$ cat config.mk
export PLATFORM = sky130hd
export DESIGN_NAME = rv32_run_ctrl
export DESIGN_NICKNAME = d
export VERILOG_FILES = /design/src/rtl/rv32_sim_pkg.sv /design/src/rtl/rv32_sat_counter.sv /design/src/rtl/rv32_run_ctrl.sv
export SDC_FILE = /design/constraint.sdc
export NUM_CORES = 1
export LEC_CHECK = 0
export ABC_AREA = 1
export CAP_MARGIN = 10
export CORE_AREA = 5 5 126 128
export CTS_CLUSTER_DIAMETER = 150
export CTS_CLUSTER_SIZE = 24
export DETAILED_ROUTE_END_ITERATION = 16
export DIE_AREA = 0 0 131 133
export PLACE_DENSITY = 0.84
export SLEW_MARGIN = 20
export SYNTH_ARGS = -nofsm -noshare
export SYNTH_HDL_FRONTEND = slang
export SYNTH_SLANG_ARGS = --single-unit
export TNS_END_PERCENT = 100
$ cat constraint.sdc
create_clock -name i_clk -period 2 [get_ports i_clk]
set_input_delay 0.4 -clock i_clk [delete_from_list [all_inputs] [get_ports i_clk]]
set_output_delay 0.4 -clock i_clk [all_outputs]
set_load 0.05 [all_outputs]
$ cat src/rtl/rv32_sim_pkg.sv
// ---------------------------------------------------------------------------
// rv32_sim_pkg
// Shared definitions for the RV32 run controller: controller state
// encodings, the default tohost word address, the value a passing test
// stores to tohost, and the shift that turns the stored word into an
// exit code.
// No ports (package).
// ---------------------------------------------------------------------------
package rv32_sim_pkg;

    typedef enum logic [1:0] {
        ST_IDLE  = 2'd0,
        ST_RESET = 2'd1,
        ST_RUN   = 2'd2,
        ST_DONE  = 2'd3
    } run_state_e;

    localparam logic [31:0] DEFAULT_TOHOST_ADDR = 32'h0000_1000;

    // Riscv-tests convention: tohost <- (exit_code << 1) | 1, so a plain 1 is pass
    localparam int unsigned PASS_CODE  = 1;
    localparam int unsigned EXIT_SHIFT = 1;

endpackage

$ cat src/rtl/rv32_sat_counter.sv
// ---------------------------------------------------------------------------
// rv32_sat_counter
// Up-counter that sticks at all-ones instead of wrapping.
// Ports:
//   i_clk    clock, rising edge
//   i_rst_n  asynchronous active-low reset (count -> 0)
//   i_clr    synchronous clear, has priority over i_en
//   i_en     count enable
//   o_count  current count value
// ---------------------------------------------------------------------------
module rv32_sat_counter #(
    parameter int W = 32
) (
    input  logic         i_clk,
    input  logic         i_rst_n,
    input  logic         i_clr,
    input  logic         i_en,
    output logic [W-1:0] o_count
);

    logic [W-1:0] r_count;
    logic         w_sat;

    assign w_sat = &r_count;

    always_ff @(posedge i_clk or negedge i_rst_n) begin
        if (!i_rst_n) begin
            r_count <= '0;
        end else if (i_clr) begin
            r_count <= '0;
        end else if (i_en && !w_sat) begin
            r_count <= r_count + 1'b1;
        end
    end

    assign o_count = r_count;

endmodule

$ cat src/rtl/rv32_run_ctrl.sv
// ---------------------------------------------------------------------------
// rv32_run_ctrl
// Sequences an RV32 core through reset, execution and termination. Holds
// the core in reset for RST_CYCLES after a start, lets it run while counting
// cycles and retired instructions, and stops it on a store to TOHOST_ADDR
// (pass/fail + exit code) or after TIMEOUT run cycles.
// Ports:
//   i_clk, i_rst_n          clock, asynchronous active-low reset
//   i_start, i_abort        start/restart request, force back to idle
//   i_dmem_we/addr/wdata    snooped core data-memory write port
//   i_instr_retired         one pulse per retired instruction
//   o_core_rst              registered active-low reset to the core
//   o_running, o_done       decoded from the state register
//   o_pass/o_fail/o_timeout termination cause, valid while o_done
//   o_exit_code             stored tohost word >> 1
//   o_cycle_count           cycles spent in RUN (saturating)
//   o_instret_count         retired instructions in RUN (saturating)
// ---------------------------------------------------------------------------
module rv32_run_ctrl
    import rv32_sim_pkg::*;
#(
    parameter int              XLEN        = 32,
    parameter int              RST_CYCLES  = 3,
    parameter int              TIMEOUT     = 4096,
    parameter int              CNT_W       = 32,
    parameter logic [XLEN-1:0] TOHOST_ADDR = XLEN'(DEFAULT_TOHOST_ADDR)
) (
    input  logic             i_clk,
    input  logic             i_rst_n,
    input  logic             i_start,
    input  logic             i_abort,
    input  logic             i_dmem_we,
    input  logic [XLEN-1:0]  i_dmem_addr,
    input  logic [XLEN-1:0]  i_dmem_wdata,
    input  logic             i_instr_retired,
    output logic             o_core_rst,
    output logic             o_running,
    output logic             o_done,
    output logic             o_pass,
    output logic             o_fail,
    output logic             o_timeout,
    output logic [XLEN-1:0]  o_exit_code,
    output logic [CNT_W-1:0] o_cycle_count,
    output logic [CNT_W-1:0] o_instret_count
);

    localparam int              RC_W    = (RST_CYCLES > 1) ? $clog2(RST_CYCLES) : 1;
    localparam logic [RC_W-1:0] RC_LOAD = RC_W'(RST_CYCLES - 1);
    localparam logic [63:0]     TO_LAST = 64'(TIMEOUT - 1);

    run_state_e       r_state;
    run_state_e       w_state_next;
    logic [RC_W-1:0]  r_rst_cnt;
    logic             r_core_rst;
    logic             r_pass;
    logic             r_fail;
    logic             r_timeout;
    logic [XLEN-1:0]  r_exit_code;
    logic [CNT_W-1:0] w_cycle_count;
    logic [CNT_W-1:0] w_instret_count;
    logic             w_launch;
    logic             w_in_run;
    logic             w_tohost;
    logic             w_to_hit;

    // A start is only honoured from IDLE or DONE, and abort always beats it
    assign w_launch = i_start && !i_abort && (r_state == ST_IDLE || r_state == ST_DONE);
    // Abort freezes the counters, so an aborted RUN cycle is not counted
    assign w_in_run = (r_state == ST_RUN) && !i_abort;
    assign w_tohost = w_in_run && i_dmem_we && (i_dmem_addr == TOHOST_ADDR);
    // Compared on the pre-increment value: the TIMEOUT-th RUN cycle ends the run.
    // A counter too narrow to reach TIMEOUT-1 never times out.
    assign w_to_hit = w_in_run && (64'(w_cycle_count) == TO_LAST);

    // State register
    always_ff @(posedge i_clk or negedge i_rst_n) begin
        if (!i_rst_n) begin
            r_state <= ST_IDLE;
        end else begin
            r_state <= w_state_next;
        end
    end

    // Next-state logic
    always_comb begin
        w_state_next = r_state;
        if (i_abort) begin
            w_state_next = ST_IDLE;
        end else begin
            case (r_state)
                ST_IDLE, ST_DONE: if (i_start)             w_state_next = ST_RESET;
                ST_RESET:         if (r_rst_cnt == '0)     w_state_next = ST_RUN;
                ST_RUN:           if (w_tohost || w_to_hit) w_state_next = ST_DONE;
                default:                                   w_state_next = ST_IDLE;
            endcase
        end
    end

    // Output decode
    always_comb begin
        o_running = (r_state == ST_RUN);
        o_done    = (r_state == ST_DONE);
    end

    // Reset countdown, core reset and termination flags
    always_ff @(posedge i_clk or negedge i_rst_n) begin
        if (!i_rst_n) begin
            r_rst_cnt   <= '0;
            r_core_rst  <= 1'b0;
            r_pass      <= 1'b0;
            r_fail      <= 1'b0;
            r_timeout   <= 1'b0;
            r_exit_code <= '0;
        end else begin
            // Registered so the core sees a clean edge exactly when RUN begins
            r_core_rst <= (w_state_next == ST_RUN);

            if (w_launch) begin
                r_rst_cnt <= RC_LOAD;
            end else if (r_state == ST_RESET && r_rst_cnt != '0) begin
                r_rst_cnt <= r_rst_cnt - 1'b1;
            end

            // Exit code is cleared together with the cause flags on abort
            if (i_abort || w_launch) begin
                r_pass      <= 1'b0;
                r_fail      <= 1'b0;
                r_timeout   <= 1'b0;
                r_exit_code <= '0;
            end else if (w_tohost) begin
                // tohost has priority over a same-cycle timeout
                r_pass      <= (i_dmem_wdata == XLEN'(PASS_CODE));
                r_fail      <= (i_dmem_wdata != XLEN'(PASS_CODE));
                r_exit_code <= i_dmem_wdata >> EXIT_SHIFT;
            end else if (w_to_hit) begin
                r_timeout <= 1'b1;
            end
        end
    end

    rv32_sat_counter #(.W(CNT_W)) u_cycle_cnt (
        .i_clk   (i_clk),
        .i_rst_n (i_rst_n),
        .i_clr   (w_launch),
        .i_en    (w_in_run),
        .o_count (w_cycle_count)
    );

    rv32_sat_counter #(.W(CNT_W)) u_instret_cnt (
        .i_clk   (i_clk),
        .i_rst_n (i_rst_n),
        .i_clr   (w_launch),
        .i_en    (w_in_run && i_instr_retired),
        .o_count (w_instret_count)
    );

    assign o_core_rst      = r_core_rst;
    assign o_pass          = r_pass;
    assign o_fail          = r_fail;
    assign o_timeout       = r_timeout;
    assign o_exit_code     = r_exit_code;
    assign o_cycle_count   = w_cycle_count;
    assign o_instret_count = w_instret_count;

endmodule

Word level (Yosys, flattened, before mapping)
Index checks and enable logic that the tools add are counted.
{ "totals": {"out_inout_bits": 102, "register_bits": 104, "in_bits": 70, "elab_cells": 69} }
{ "classes": {"n_eq_ne": 9, "muxes": 20, "n_reduce_logical": 28, "add_sub_neg": 3} }
{ "ops": {"columns": ["op", "n"], "rows": [
  ["2-to-1 mux 32 bit", 6],
  ["adder 32 x 1 -> 32 bit, second input constant", 2],
  ["AND reduction 32 bit", 2],
  ["== test 32 x 1 -> 1 bit, second input constant", 1],
  ["== test 32 x 12 -> 1 bit, second input constant", 1],
  ["== test 32 x 13 -> 1 bit, second input constant", 1],
  ["!= test 32 x 1 -> 1 bit, second input constant", 1],
  ["2-to-1 mux 2 bit", 6],
  ["nonzero test 2 bit", 6],
  ["logical AND 1 bit", 10],
  ["2-to-1 mux 1 bit", 7],
  ["== test 2 bit, second input constant", 3],
  ["case mux 2 bit (3 select lines)", 1],
  ["logical NOT 2 bit", 2],
  ["logical NOT 1 bit", 3],
  ["logical OR 1 bit", 3],
  ["== test 2 x 1 -> 1 bit, second input constant", 1],
  ["!= test 2 x 1 -> 1 bit, second input constant", 1],
  ["AND reduction 2 bit", 1],
  ["OR reduction 2 bit", 1],
  ["subtractor 2 x 1 -> 2 bit, second input constant", 1]
]} }

Depth between registers and ports, before layout
Gate-level depths: netlist of run 1.
{ "logic_depth": {"ltp_word": 9, "mapped_depth": 12} }

Hierarchy
Synthesis of run 1 repeated with hierarchy kept, for this count alone.
{ "hier_totals": {"cells_unflattened": 982, "hier_area_um2": 6745.2} }
{ "by_module_without_submodules": {"columns": ["module", "seq_area_each_um2", "cells_per_inst", "instances", "area_per_inst_um2"], "rows": [
  ["rv32_sat_counter", 800.8, 350, 2, 2242.2],
  ["rv32_run_ctrl", 975.9, 282, 1, 2260.9]
]} }

Worst setup path after synthesis of run 1
OpenSTA, ideal clock, no wires.
{ "synth_timing": {"path_kind": "register to register", "from": "register r_state[0]", "to": "register u_instret_cnt.r_count[18], in the netlist u_instret_cnt.o_count[18]", "arrival_ps": 2032, "path_stages_with_launch": 11, "n_path_buf": 1, "t_required_ps": 1879, "synth_period_minus_slack_ps": 2153, "slack_ps": -153, "cell_sequence": "dfrtp_1 inv_1 ha_1 nand2_1 inv_1 nand2_1 a21oi_2 buf_2 nand4_1 nand2_1 nor2_1"} }
{ "synth_via": {"elab_chain_cells": 5, "word_cells_on_any_way": 10, "classes_between": "eq/ne (2); mux (1); reduce/logical (7)"} }
{ "synth_rtl": {"columns": ["element", "line_no", "rtl"], "rows": [
  ["start, declared", "rv32_run_ctrl.sv:51", "run_state_e r_state;"],
  ["start signal, assigned", "rv32_run_ctrl.sv:80", "r_state <= w_state_next;"],
  ["== test 2 bit", null, null],
  ["net o_running", "rv32_run_ctrl.sv:37", "output logic o_running,"],
  ["logical AND 1 bit", "rv32_run_ctrl.sv:69", "assign w_in_run = (r_state == ST_RUN) && !i_abort;"],
  ["logical AND 1 bit", "rv32_run_ctrl.sv:153", ".i_en (w_in_run && i_instr_retired),"],
  ["logical AND 1 bit", "rv32_sat_counter.sv:31", "end else if (i_en && !w_sat) begin"],
  ["nonzero test 2 bit (no source line)", null, null],
  ["end signal, assigned", "rv32_sat_counter.sv:32", "r_count <= r_count + 1'b1;"],
  ["end, declared", "rv32_sat_counter.sv:21", "logic [W-1:0] r_count;"]
]} }
The timed path passes the listed nets, and every way through them passes these cells.
A chain may end at the register's enable or synchronous reset.

Worst setup path in the final report of run 1
{ "layout_timing": {"from": "register u_cycle_cnt.r_count[1], in the netlist u_cycle_cnt.o_count[1]", "to": "output o_cycle_count[1]"} }
{ "layout_lines": {"columns": ["element", "line_no", "rtl"], "rows": [
  ["start, declared", "rv32_sat_counter.sv:21", null],
  ["start signal, assigned", "rv32_sat_counter.sv:32", null],
  ["end, declared", "rv32_run_ctrl.sv:43", "output logic [CNT_W-1:0] o_cycle_count,"]
]} }
No word-level cell between the ends.

==> impl_metrics.toml, run 1 <==
[status]
status = "finished, final reports clean"

[detailed_routing]
ant_nets = 0
vias = 6786
dr.pass1.iters = 6
drtIter0Drc = 621
routed_wl_mm = 19.7
via_per_inst = 5.20
wl_per_cell_microns = 15.1
route.detailed.drc = 0

[hold_path]
hold_class = "flop to flop"
hold_path.startpoint = "u_instret_cnt.o_count[0]"

[cts]
cts.sinks = 103
clk_pin_slew_ns = 0.08
clk-insertion-delay-late_ns = 0.36
htreeDepth = 3
tritoncts = "done"
cts_buffers = 9
root_buffer = "clkbuf_16"
cts_buffer_depth = 2

[layout]
num_antenna_cells = 0
nFillCells = 1333
area_growth_pct = 39.8
instances_no_fill = 1304
final_nets = 1187
final_common_cell = "nand2_1"
finish.utilization_pct = 60.6
drive_gt1_share_pct = 16.3
final_cell_mix = "235 x nand2_1, 125 x nor2_1, 99 x clkdlybuf4s50_1, 99 x dfrtp_1, 98 x inv_1"

[place]
dp_worst_setup_slack_ns = -0.0886
dp_hpwl_mm = 15.2
post-place-cells = 1285
place.gp.congestion = 1.01
port_buffers = 170

[sta]
finalCritPeriodShare_pct = 98.8
finalHoldViolations = 0
setup_viol = 0
tightest_slew_ns = 0.546
max_slew_margin_pct = 63.5
skew_ns = 0.00915
drv_slew = 0
timing.fmax_mhz = 506
fin_crit_ns = 1.98
final.setup.worst_slack_ns = 0.0236

[setup_path]
setup.worst_path.start_class = "flop"
crit_path_max_incr_delay_ns = 0.81
path_cells = "clkdlybuf4s50_1"
crit_buf_inv = 1
cp.required_ns = 1.60
crit_path_end_kind = "output pin"
reg2reg_from = "r_state[0]"
cp-startpoint = "u_cycle_cnt.o_count[1]"
critPathMaxFanout = 4
critical_path_class = "flop to output pin"
crit_slowest_cell = "clkdlybuf4s50_1"
cp_top_family = "buffers and inverters"
cp.arrival_ns = 1.58

[floorplanning]
dieArea_sq_um = 17400
dieHeight_microns = 133
ios = 172
row_count = 45
die_x_microns = 131
core_sq_um = 14800
start_util_pct = 43.3

[power_and_ir_drop]
p_int_w = 0.00420
seqPwrFrac_pct = 36.0
cellPowerDensity_nw_per_um2 = 810
power_frac_comb_pct = 39.3
p_leak_nw = 4.29
switching_share_pct = 42.0
switchingPower_w = 0.00304
clkPwrFrac_pct = 24.7
peakVddDrop_mv = 0.537

[logic_synthesis]
syn-num-nets = 976
synth.distinct_cells = 42
synth_warnings = 0
yosysSeqAreaShare_pct = 40.3
syn_avg_cell_area_sq_um = 7.10
netlist_area_sq_um = 6390
syn_inst = 900
synth-seq-cells = 103

[grt]
antenna_found_initial = 0
grt_pass1_wl_mm = 31.7
grt_pass1_vias = 6591
grt_start_max_net_pins = 41
grtUsageTotal_pct = 22.6
grt_overflow = 0

[run]
drv_cap = 0
==> timing repair <==
action | CTS | global route
pin swaps | 0 | 1
resized for setup | 15 | 20
hold buffers | 1 | 0
setup endpoints to repair | 16 | 77
cloned | 0 | 1
setup buffers | 0 | 1
endpoints found under the hold margin | 27 | 0
==> metal layers <==
| metal | wire length (microns) | GRT usage, % |
|---|---|---|
| met5 | 0 | 0 |
| met4 | 452 | 6.51 |
| met3 | 1620 | 6.26 |
| met2 | 9710 | 37.8 |
| met1 | 7930 | 28.2 |
==> kinds of logic (layout without fill, tap and decap cells) <==
kind of cell,count (synthesis),in the layout,share of synthesized area (%)
AND/OR/NAND/NOR,539,539,36.9
buffers and inverters,133,349,9.26
flip-flops,103,103,40.3
AO/OA/AOI/OAI,90,90,8.43
XOR/XNOR,28,28,3.84
adder cells (fa/ha/maj),6,6,1.17
other,1,1,0.0587
==> metrics by stage <==
stage	power [W]	cell area [sq um]	hold WS, ns	TNS, ns
6_report	0.00724	8940	0.496	0
3_5_place_dp	0.00544	8540	0.363	-1.53
5_1_grt	0.00761	8940	0.514	-0.123
2_1_floorplan	0.00442	6400	0.104	0
4_1_cts	0.00723	8840	0.495	-0.000436
3_3_place_gp	0.00539	8540	0.357	-0.0271
==> area by class of cell <==
type	instances	area (sq um)	area share [%]
repair buffers	227	2150	24.1
clock buffers	9	225	2.52
inverters	106	413	4.62
flip-flops and latches	103	2580	28.9
clock inverters	7	73.8	0.826
well taps	188	235	2.63
multi-input cells	664	3260	36.4
==> Yosys cell counts <==
cell type / instances / share of area, %
nand2_1: 235 / 14
nor2_1: 126 / 7.4
dfrtp_1: 103 / 40
inv_1: 100 / 5.9
nand3_1: 99 / 7.7
o21ai_0: 44 / 3.4
nand4_1: 28 / 2.7
nor3_1: 23 / 1.8
a21oi_1: 17 / 1.3
o21ai_2: 17 / 2.3
xor2_1: 17 / 2.3
clkbuf_1: 12 / 0.70
xnor2_1: 11 / 1.5
nand2_2: 8 / 0.78
ha_1: 6 / 1.2
buf_2: 5 / 0.39
inv_2: 5 / 0.29
nor2_2: 5 / 0.49
a31oi_1: 4 / 0.39
nor2_4: 4 / 0.70
buf_6: 3 / 0.53
and2_1: 2 / 0.20
buf_1: 2 / 0.12
buf_12: 2 / 0.63
buf_4: 2 / 0.23
nand3b_1: 2 / 0.23
nor3_2: 2 / 0.31
o21a_1: 2 / 0.23
a21boi_0: 1 / 0.12
a21o_1: 1 / 0.12
a21oi_2: 1 / 0.14
a31o_2: 1 / 0.14
and2_0: 1 / 0.098
and3_1: 1 / 0.098
buf_8: 1 / 0.23
clkinv_8: 1 / 0.25
conb_1: 1 / 0.059
nand2_4: 1 / 0.18
nor3_4: 1 / 0.25
nor4_1: 1 / 0.098
o211ai_1: 1 / 0.12
o21ai_1: 1 / 0.078
==> power groups by stage <==
stage / clock, W / sequential [W] / combinational [W]
floorplan: 0 / 0.00328 / 0.00114
global placement: 0 / 0.00263 / 0.00277
detailed placement: 0 / 0.00263 / 0.00281
CTS: 0.00182 / 0.00259 / 0.00282
global route: 0.00191 / 0.00263 / 0.00307
finish: 0.00179 / 0.00260 / 0.00284
==> registers in the layout (all words and copies together) (netlist names) <==
signal,count
u_cycle_cnt.o_count,32
o_exit_code,31
o_core_rst,1
u_instret_cnt.o_count,32
o_pass,1
r_state,2
o_timeout,1
r_rst_cnt,2
o_fail,1
==> final timing paths <==
check | to | slack [ns] | depth (start not counted)
setup reg to reg | o_exit_code[7] | 0.11 | 10
min in group asynchronous | u_cycle_cnt.o_count[27] | 0.52 | 2
hold reg to reg | u_instret_cnt.o_count[0] | 0.50 | 1
hold / removal | u_instret_cnt.o_count[0] | 0.50 | 1
max in group asynchronous | u_instret_cnt.o_count[0] | 0.81 | 3
setup / recovery | o_cycle_count[1] | 0.02 | 1
No activity file was read; power rests on OpenSTA's default activity.
==> run 2: changes to the inputs <==
--- a/config.mk
+++ b/config.mk
@@ -6,13 +6,14 @@
 export NUM_CORES = 1
 export LEC_CHECK = 0
 export ABC_AREA = 1
+export ABC_CLOCK_PERIOD_IN_PS = 2000
 export CAP_MARGIN = 10
-export CORE_AREA = 5 5 126 128
-export CTS_CLUSTER_DIAMETER = 150
+export CORE_AREA = 5 5 142 144
+export CTS_CLUSTER_DIAMETER = 120
 export CTS_CLUSTER_SIZE = 24
 export DETAILED_ROUTE_END_ITERATION = 16
-export DIE_AREA = 0 0 131 133
-export PLACE_DENSITY = 0.84
+export DIE_AREA = 0 0 147 149
+export PLACE_DENSITY = 0.7
 export SLEW_MARGIN = 20
 export SYNTH_ARGS = -nofsm -noshare
 export SYNTH_HDL_FRONTEND = slang
==> run 2 against run 1 <==
Net effect:
- sequential power is 2% lower
- die area is 26% higher
- final area is 1.5% higher
- clock skew is 0.0030 ns higher
- count of clock-buffer cells in the layout stayed put
- fmax is 0.36% higher
- routed wire length is 4.0% higher
- worst setup slack better by 0.0071 ns
- sequential cell count stayed put
- critical endpoint unchanged
==> impl_metrics.toml, run 2 (synthesis results as in run 1) <==
[cts]
cts_buffer_depth = 2
htreeDepth = 3
cts_buffers = 9
cts.sinks = 103
root_buffer = "clkbuf_16"
tritoncts = "done"
clk_pin_slew_ns = 0.07
clk-insertion-delay-late_ns = 0.36

[sta]
rsz0062_at_grt = "false"
max_slew_margin_pct = 62.8
skew_ns = 0.0122
finalCritPeriodShare_pct = 98.5
setup_viol = 0
fin_crit_ns = 1.97
finalHoldViolations = 0
drv_slew = 0
tightest_slew_ns = 0.557
timing.fmax_mhz = 508
setup_tns_ns = 0

[layout]
final_cell_mix = "234 x nand2_1, 125 x nor2_1, 111 x buf_4, 99 x dfrtp_1"
num_antenna_cells = 0
stdcell_area_sq_um = 9070
area_growth_pct = 41.9
final_common_cell = "nand2_1"
nFillCells = 1824
finish.utilization_pct = 48.8
drive_gt1_share_pct = 17.6
final_nets = 1195

[setup_path]
crit_slowest_cell = "clkdlybuf4s50_1"
critical_path_class = "flop to output pin"
crit_path_end_kind = "output pin"
cp_top_family = "buffers and inverters"
path_cells = "clkdlybuf4s50_1"
crit_path_max_incr_delay_ns = 0.82
crit_buf_inv = 1
cp.arrival_ns = 1.57
cp.required_ns = 1.60
setup.worst_path.start_class = "flop"
critPathMaxFanout = 4

[floorplanning]
start_util_pct = 34.4
core_sq_um = 18600
die_x_microns = 147
row_count = 50
dieHeight_microns = 149
ios = 172
dieArea_sq_um = 21900

[detailed_routing]
routed_wl_mm = 20.5
dr.pass1.iters = 5
vias = 6738
ant_nets = 0
wl_per_cell_microns = 15.1
drtIter0Drc = 368
route.detailed.drc = 0
via_per_inst = 4.96

[hold_path]
hold_class = "flop to flop"

[grt]
grt_start_max_net_pins = 41
grtUsageTotal_pct = 18.6
antenna_found_initial = 0
grt_pass1_wl_mm = 33.1
grt_pass1_vias = 6663
grt_overflow = 0

[power_and_ir_drop]
p_leak_nw = 4.37
peakVddDrop_mv = 0.484
cellPowerDensity_nw_per_um2 = 824

[place]
dp_hpwl_mm = 16.0
dpl-instance-area_sq_um = 8650
port_buffers = 170
place.gp.congestion = 0.919

[run]
drv_cap = 0

[status]
status = "finished, final reports clean"
[run 2: cell count changes in the layout (fill, tap and decap cells not counted), moves of 2 or more]
cell and change:
inv_6 +3, buf_12 +2, dlygate4sd2_1 -5, buf_4 +16, o21ai_0 -6, o21ai_1 +6
clkdlybuf4s50_1 -5, inv_8 -3
[run 2: worst register-to-register path: stages, from the launching register on]
cell	delay, ns
dfrtp_2	0.39
ha_2	0.20
nand2_1	0.09
nor2_4	0.11
nand3_1	0.16
nor2_2	0.18
a21oi_2	0.10
buf_12	0.15
nor2_4	0.13
buf_8	0.17
nand2_1	0.07
nand2_1	0.07
[run 2: layout make-up]
class | instances | area (sq um) | area share [%]
Multi-Input combinational cell | 664 | 3250 | 35.8
Sequential cell | 103 | 2580 | 28.5
Timing Repair Buffer | 235 | 2220 | 24.5
Inverter | 106 | 413 | 4.55
Tap cell | 234 | 293 | 3.23
Clock buffer | 9 | 225 | 2.48
Clock inverter | 7 | 88.8 | 0.979
[run 2: metrics by stage]
stage	total power, W	setup slack [ns]	hold WS, ns	cells
floorplan	0.00442	0.0273	0.104	900
global placement	0.00552	-0.0901	0.381	1336
detailed placement	0.00554	-0.114	0.385	1336
CTS	0.00745	-0.00427	0.504	1353
global route	0.00789	0.000580	0.538	1358
finish	0.00747	0.0307	0.514	1358
[run 2: final timing paths]
check	from	slack (ns)	cells after the start	end
max reg2reg	u_instret_cnt.o_count[0]	0.13	11	u_instret_cnt.o_count[25]
max	u_cycle_cnt.o_count[1]	0.03	1	o_cycle_count[1]
min reg2reg	o_exit_code[1]	0.51	2	o_exit_code[1]
min	o_exit_code[1]	0.51	2	o_exit_code[1]
max in group asynchronous	i_rst_n	0.78	3	u_cycle_cnt.o_count[1]
min in group asynchronous	i_rst_n	0.55	2	u_instret_cnt.o_count[29]
[run 2: per-layer routing]
layer / up-vias / GRT usage, % / share of wire (%) / wire, microns
met4: 0 / 5.22 / 1.5 / 314
met2: 235 / 31.9 / 48 / 9830
met5: - / 0 / 0 / 0
li1: 3322 / - / - / -
met3: 25 / 5.14 / 7.9 / 1630
met1: 3156 / 23.0 / 43 / 8720
[run 2: report_power, final]
part / internal [W] / switching [W] / total [W]
Sequential: 0.00231 / 0.000232 / 0.00254
Clock: 0.00100 / 0.000897 / 0.00190
Combinational: 0.00110 / 0.00193 / 0.00303
[run 2: what timing repair did]
item,CTS,global route
buffers inserted,0,4
hold buffers,1,0
pin swaps,0,2
endpoints found under the hold margin,13,0
gates cloned,0,1
resized for setup,10,22
endpoints found under the setup margin,14,83
==> run 3: changes to the inputs <==
--- a/config.mk
+++ b/config.mk
@@ -5,15 +5,15 @@
 export SDC_FILE = /design/constraint.sdc
 export NUM_CORES = 1
 export LEC_CHECK = 0
-export ABC_AREA = 1
 export ABC_CLOCK_PERIOD_IN_PS = 2000
 export CAP_MARGIN = 10
-export CORE_AREA = 5 5 142 144
+export CORE_AREA = 5 5 131 133
 export CTS_CLUSTER_DIAMETER = 120
 export CTS_CLUSTER_SIZE = 24
 export DETAILED_ROUTE_END_ITERATION = 16
-export DIE_AREA = 0 0 147 149
-export PLACE_DENSITY = 0.7
+export DIE_AREA = 0 0 136 138
+export PLACE_DENSITY = 0.72
+export RECOVER_POWER = 50
 export SLEW_MARGIN = 20
 export SYNTH_ARGS = -nofsm -noshare
 export SYNTH_HDL_FRONTEND = slang
==> run 3 against run 2 <==
Net effect:
- sequential power shrank 16%
- critical endpoint is now u_instret_cnt.o_count[25]
- critical path depth rose by 5
- register-to-register slack lost 0.12 ns
- fmax decreased by 0.94%
- largest cell class unchanged
- highest routed layer unchanged
- clock skew decreased by 0.0035 ns
- worst hold slack worse by 0.36 ns
- synthesized cell count fell by 37%
- final area is 0.72% lower
- critical path type is now flop to flop
- routed wire length down 12%
- combinational power decreased by 72%
==> impl_metrics.toml, run 3 <==
[grt]
grt_overflow = 0
grt_pass1_vias = 5649
grtUsageTotal_pct = 18.6
grt_pass1_wl_mm = 28.5
antenna_found_initial = 0
grt_start_max_net_pins = 37

[floorplanning]
start_util_pct = 34.5
ios = 172
die_x_microns = 136
dieHeight_microns = 138
dieArea_sq_um = 18800
core_sq_um = 15700
row_count = 46

[cts]
cts.sinks = 103
root_buffer = "clkbuf_16"
cts_buffers = 9
cts_buffer_depth = 2
clk-insertion-delay-late_ns = 0.35
clk_pin_slew_ns = 0.07
cts_hold_buf = 0
htreeDepth = 3
tritoncts = "done"

[logic_synthesis]
syn_avg_cell_area_sq_um = 9.51
synth-adder-area-share_pct = 1.39
synth_compound_area_share_pct = 12.5
syn-num-nets = 646
ys.flop_type = "dfrtp_1"
synthTopCellsByArea = "dfrtp_1 48%, mux2i_1 6.1%, nor2_1 4.5%"
synth-seq-cells = 103
netlist_area_sq_um = 5420
syn_inst = 570
yosysSeqAreaShare_pct = 47.6
synth_warnings = 0
synth_xor_area_share_pct = 2.42
synth_most_common_cell = "dfrtp_1"
synth_top_family_by_area = "simple AND/OR/NAND/NOR gates"
synth_edf_count = 0
netlist.area_leader.share_pct = 47.6
synth_common_cells = "103 x dfrtp_1, 65 x nor2_1, 38 x a21oi_1, 38 x nand2_1, 33 x mux2i_1"
synthArstFlopShare_pct = 100
synth.distinct_cells = 50
synth_mux_area_share_pct = 6.09
yosys.area.top_type = "dfrtp_1"
synthSimpleGateAreaFrac_pct = 26.7

[setup_path]
crit_path_end_kind = "flop"
crit_path_max_incr_delay_ns = 0.42
critPathMaxFanout = 5
path_cells = "nand3_1 -> nor4_4 -> o211ai_1 -> buf_4 -> or4_4 -> a21oi_2"
crit_buf_inv = 1
cp_top_family = "simple AND/OR/NAND/NOR gates"
critical_path_class = "flop to flop"
setup.worst_path.start_class = "flop"
crit_slowest_cell = "dfrtp_2"
cp.required_ns = 2.28
cp.arrival_ns = 2.27

[place]
place.gp.congestion = 0.940
dpl-instance-area_sq_um = 8380
port_buffers = 170
dp_hpwl_mm = 13.6

[detailed_routing]
ant_nets = 0
routed_wl_mm = 18.1
wl_per_cell_microns = 16.7
dr.pass1.iters = 4
vias = 5632
drtIter0Drc = 222
route.detailed.drc = 0
via_per_inst = 5.20

[layout]
nFillCells = 1355
final_cell_mix = "166 x buf_4, 103 x clkdlybuf4s50_1, 63 x nor2_1, 55 x dfrtp_2, 48 x dfrtp_1"
final_common_cell = "buf_4"
area_growth_pct = 66.1
final_nets = 938
drive_gt1_share_pct = 37.0
num_antenna_cells = 0
stdcell_area_sq_um = 9000

[sta]
tightest_slew_ns = 0.906
skew_ns = 0.00863
fin_crit_ns = 1.99
finalHoldViolations = 0
timing.fmax_mhz = 503
finalCritPeriodShare_pct = 99.4
rsz0062_at_grt = "true"
setup_viol = 0
drv_slew = 0
max_slew_margin_pct = 39.6

[power_and_ir_drop]
peakVddDrop_mv = 0.389
cellPowerDensity_nw_per_um2 = 545
p_leak_nw = 3.76
finalPower_w = 0.00491

[run]
drv_cap = 0

[status]
status = "finished, final reports clean"

[hold_path]
hold_class = "primary input to async pin"
[run 3: cell types whose count changed after synthesis, moves of 10 or more]
cell     delta
o21ai_0    -18
inv_1      -86
or3_1      +29
nand3_1    -83
nor3_1     -11
o31ai_1    +10
xor2_1     -11
a21oi_1    +21
mux2i_1    +33
nor4_1     +19
o21ai_2    -17
nor2_1     -61
or4_1      +20
nand2_1   -197
[run 3: worst paths after layout]
path | start | to | slack (ns) | cells after the start
max in group asynchronous | i_rst_n | o_exit_code[7] | 0.55 | 2
min | i_rst_n | o_exit_code[24] | 0.15 | 1
min in group i_clk | i_abort | r_state[0] | 0.45 | 3
max reg2reg | u_instret_cnt.o_count[12] | u_instret_cnt.o_count[25] | 0.01 | 6
min reg2reg | o_timeout | o_timeout | 0.51 | 2
max | u_instret_cnt.o_count[12] | u_instret_cnt.o_count[25] | 0.01 | 6
[run 3: cell type report]
cell class | count | area, sq um | share of cell area (%)
timing repair buffer | 307 | 2750 | 30.5
sequential | 103 | 2650 | 29.4
multi-input combinational | 427 | 2960 | 32.9
clock buffer | 9 | 225 | 2.50
clock inverter | 7 | 97.6 | 1.08
tap | 216 | 270 | 3.00
inverter | 14 | 52.6 | 0.584
[run 3: routing by layer]
layer | GRT usage, % | wire (microns) | vias to the layer above
li1 | - | - | 2703
met1 | 22.5 | 7240 | 2727
met2 | 33.2 | 9360 | 178
met3 | 3.23 | 1130 | 24
met4 | 5.84 | 369 | 0
met5 | 0 | 0 | -
[run 3: cells by family (layout without fill, tap and decap cells)]
family          count (synthesis)  after routing
flops                         103            103
xor+xnor                       15             15
buf+inv                        41            337
mux                            33             33
compound gates                108            109
fa+ha+maj                       6              6
simple gates                  263            263
other cells                     1              1
[run 3: metrics by stage]
step | hold WS, ns | worst slack, ns | utilization (%) | cells | setup TNS, ns
3_3_place_gp | 0.398 | -0.351 | 53.3 | 1051 | -18.79
6_report | 0.152 | 0.0121 | 57.3 | 1083 | 0
3_5_place_dp | 0.402 | -0.385 | 53.3 | 1051 | -20.87
5_1_grt | 0.230 | -0.101 | 57.3 | 1083 | -2.53
2_1_floorplan | 0.104 | -0.204 | - | 570 | -4.98
4_1_cts | 0.0118 | 0.00101 | 55.5 | 1068 | 0
[run 3: power by group]
group,internal [W],switching [W]
sequential,0.00211,0.0000234
clock,0.00110,0.000824
combinational,0.000423,0.000425
[run 3: repair_timing]
item,CTS,global route
endpoints found under the setup margin,19,72
buffers inserted,1,12
gates cloned,0,4
pin swaps,1,23
resized for setup,9,55
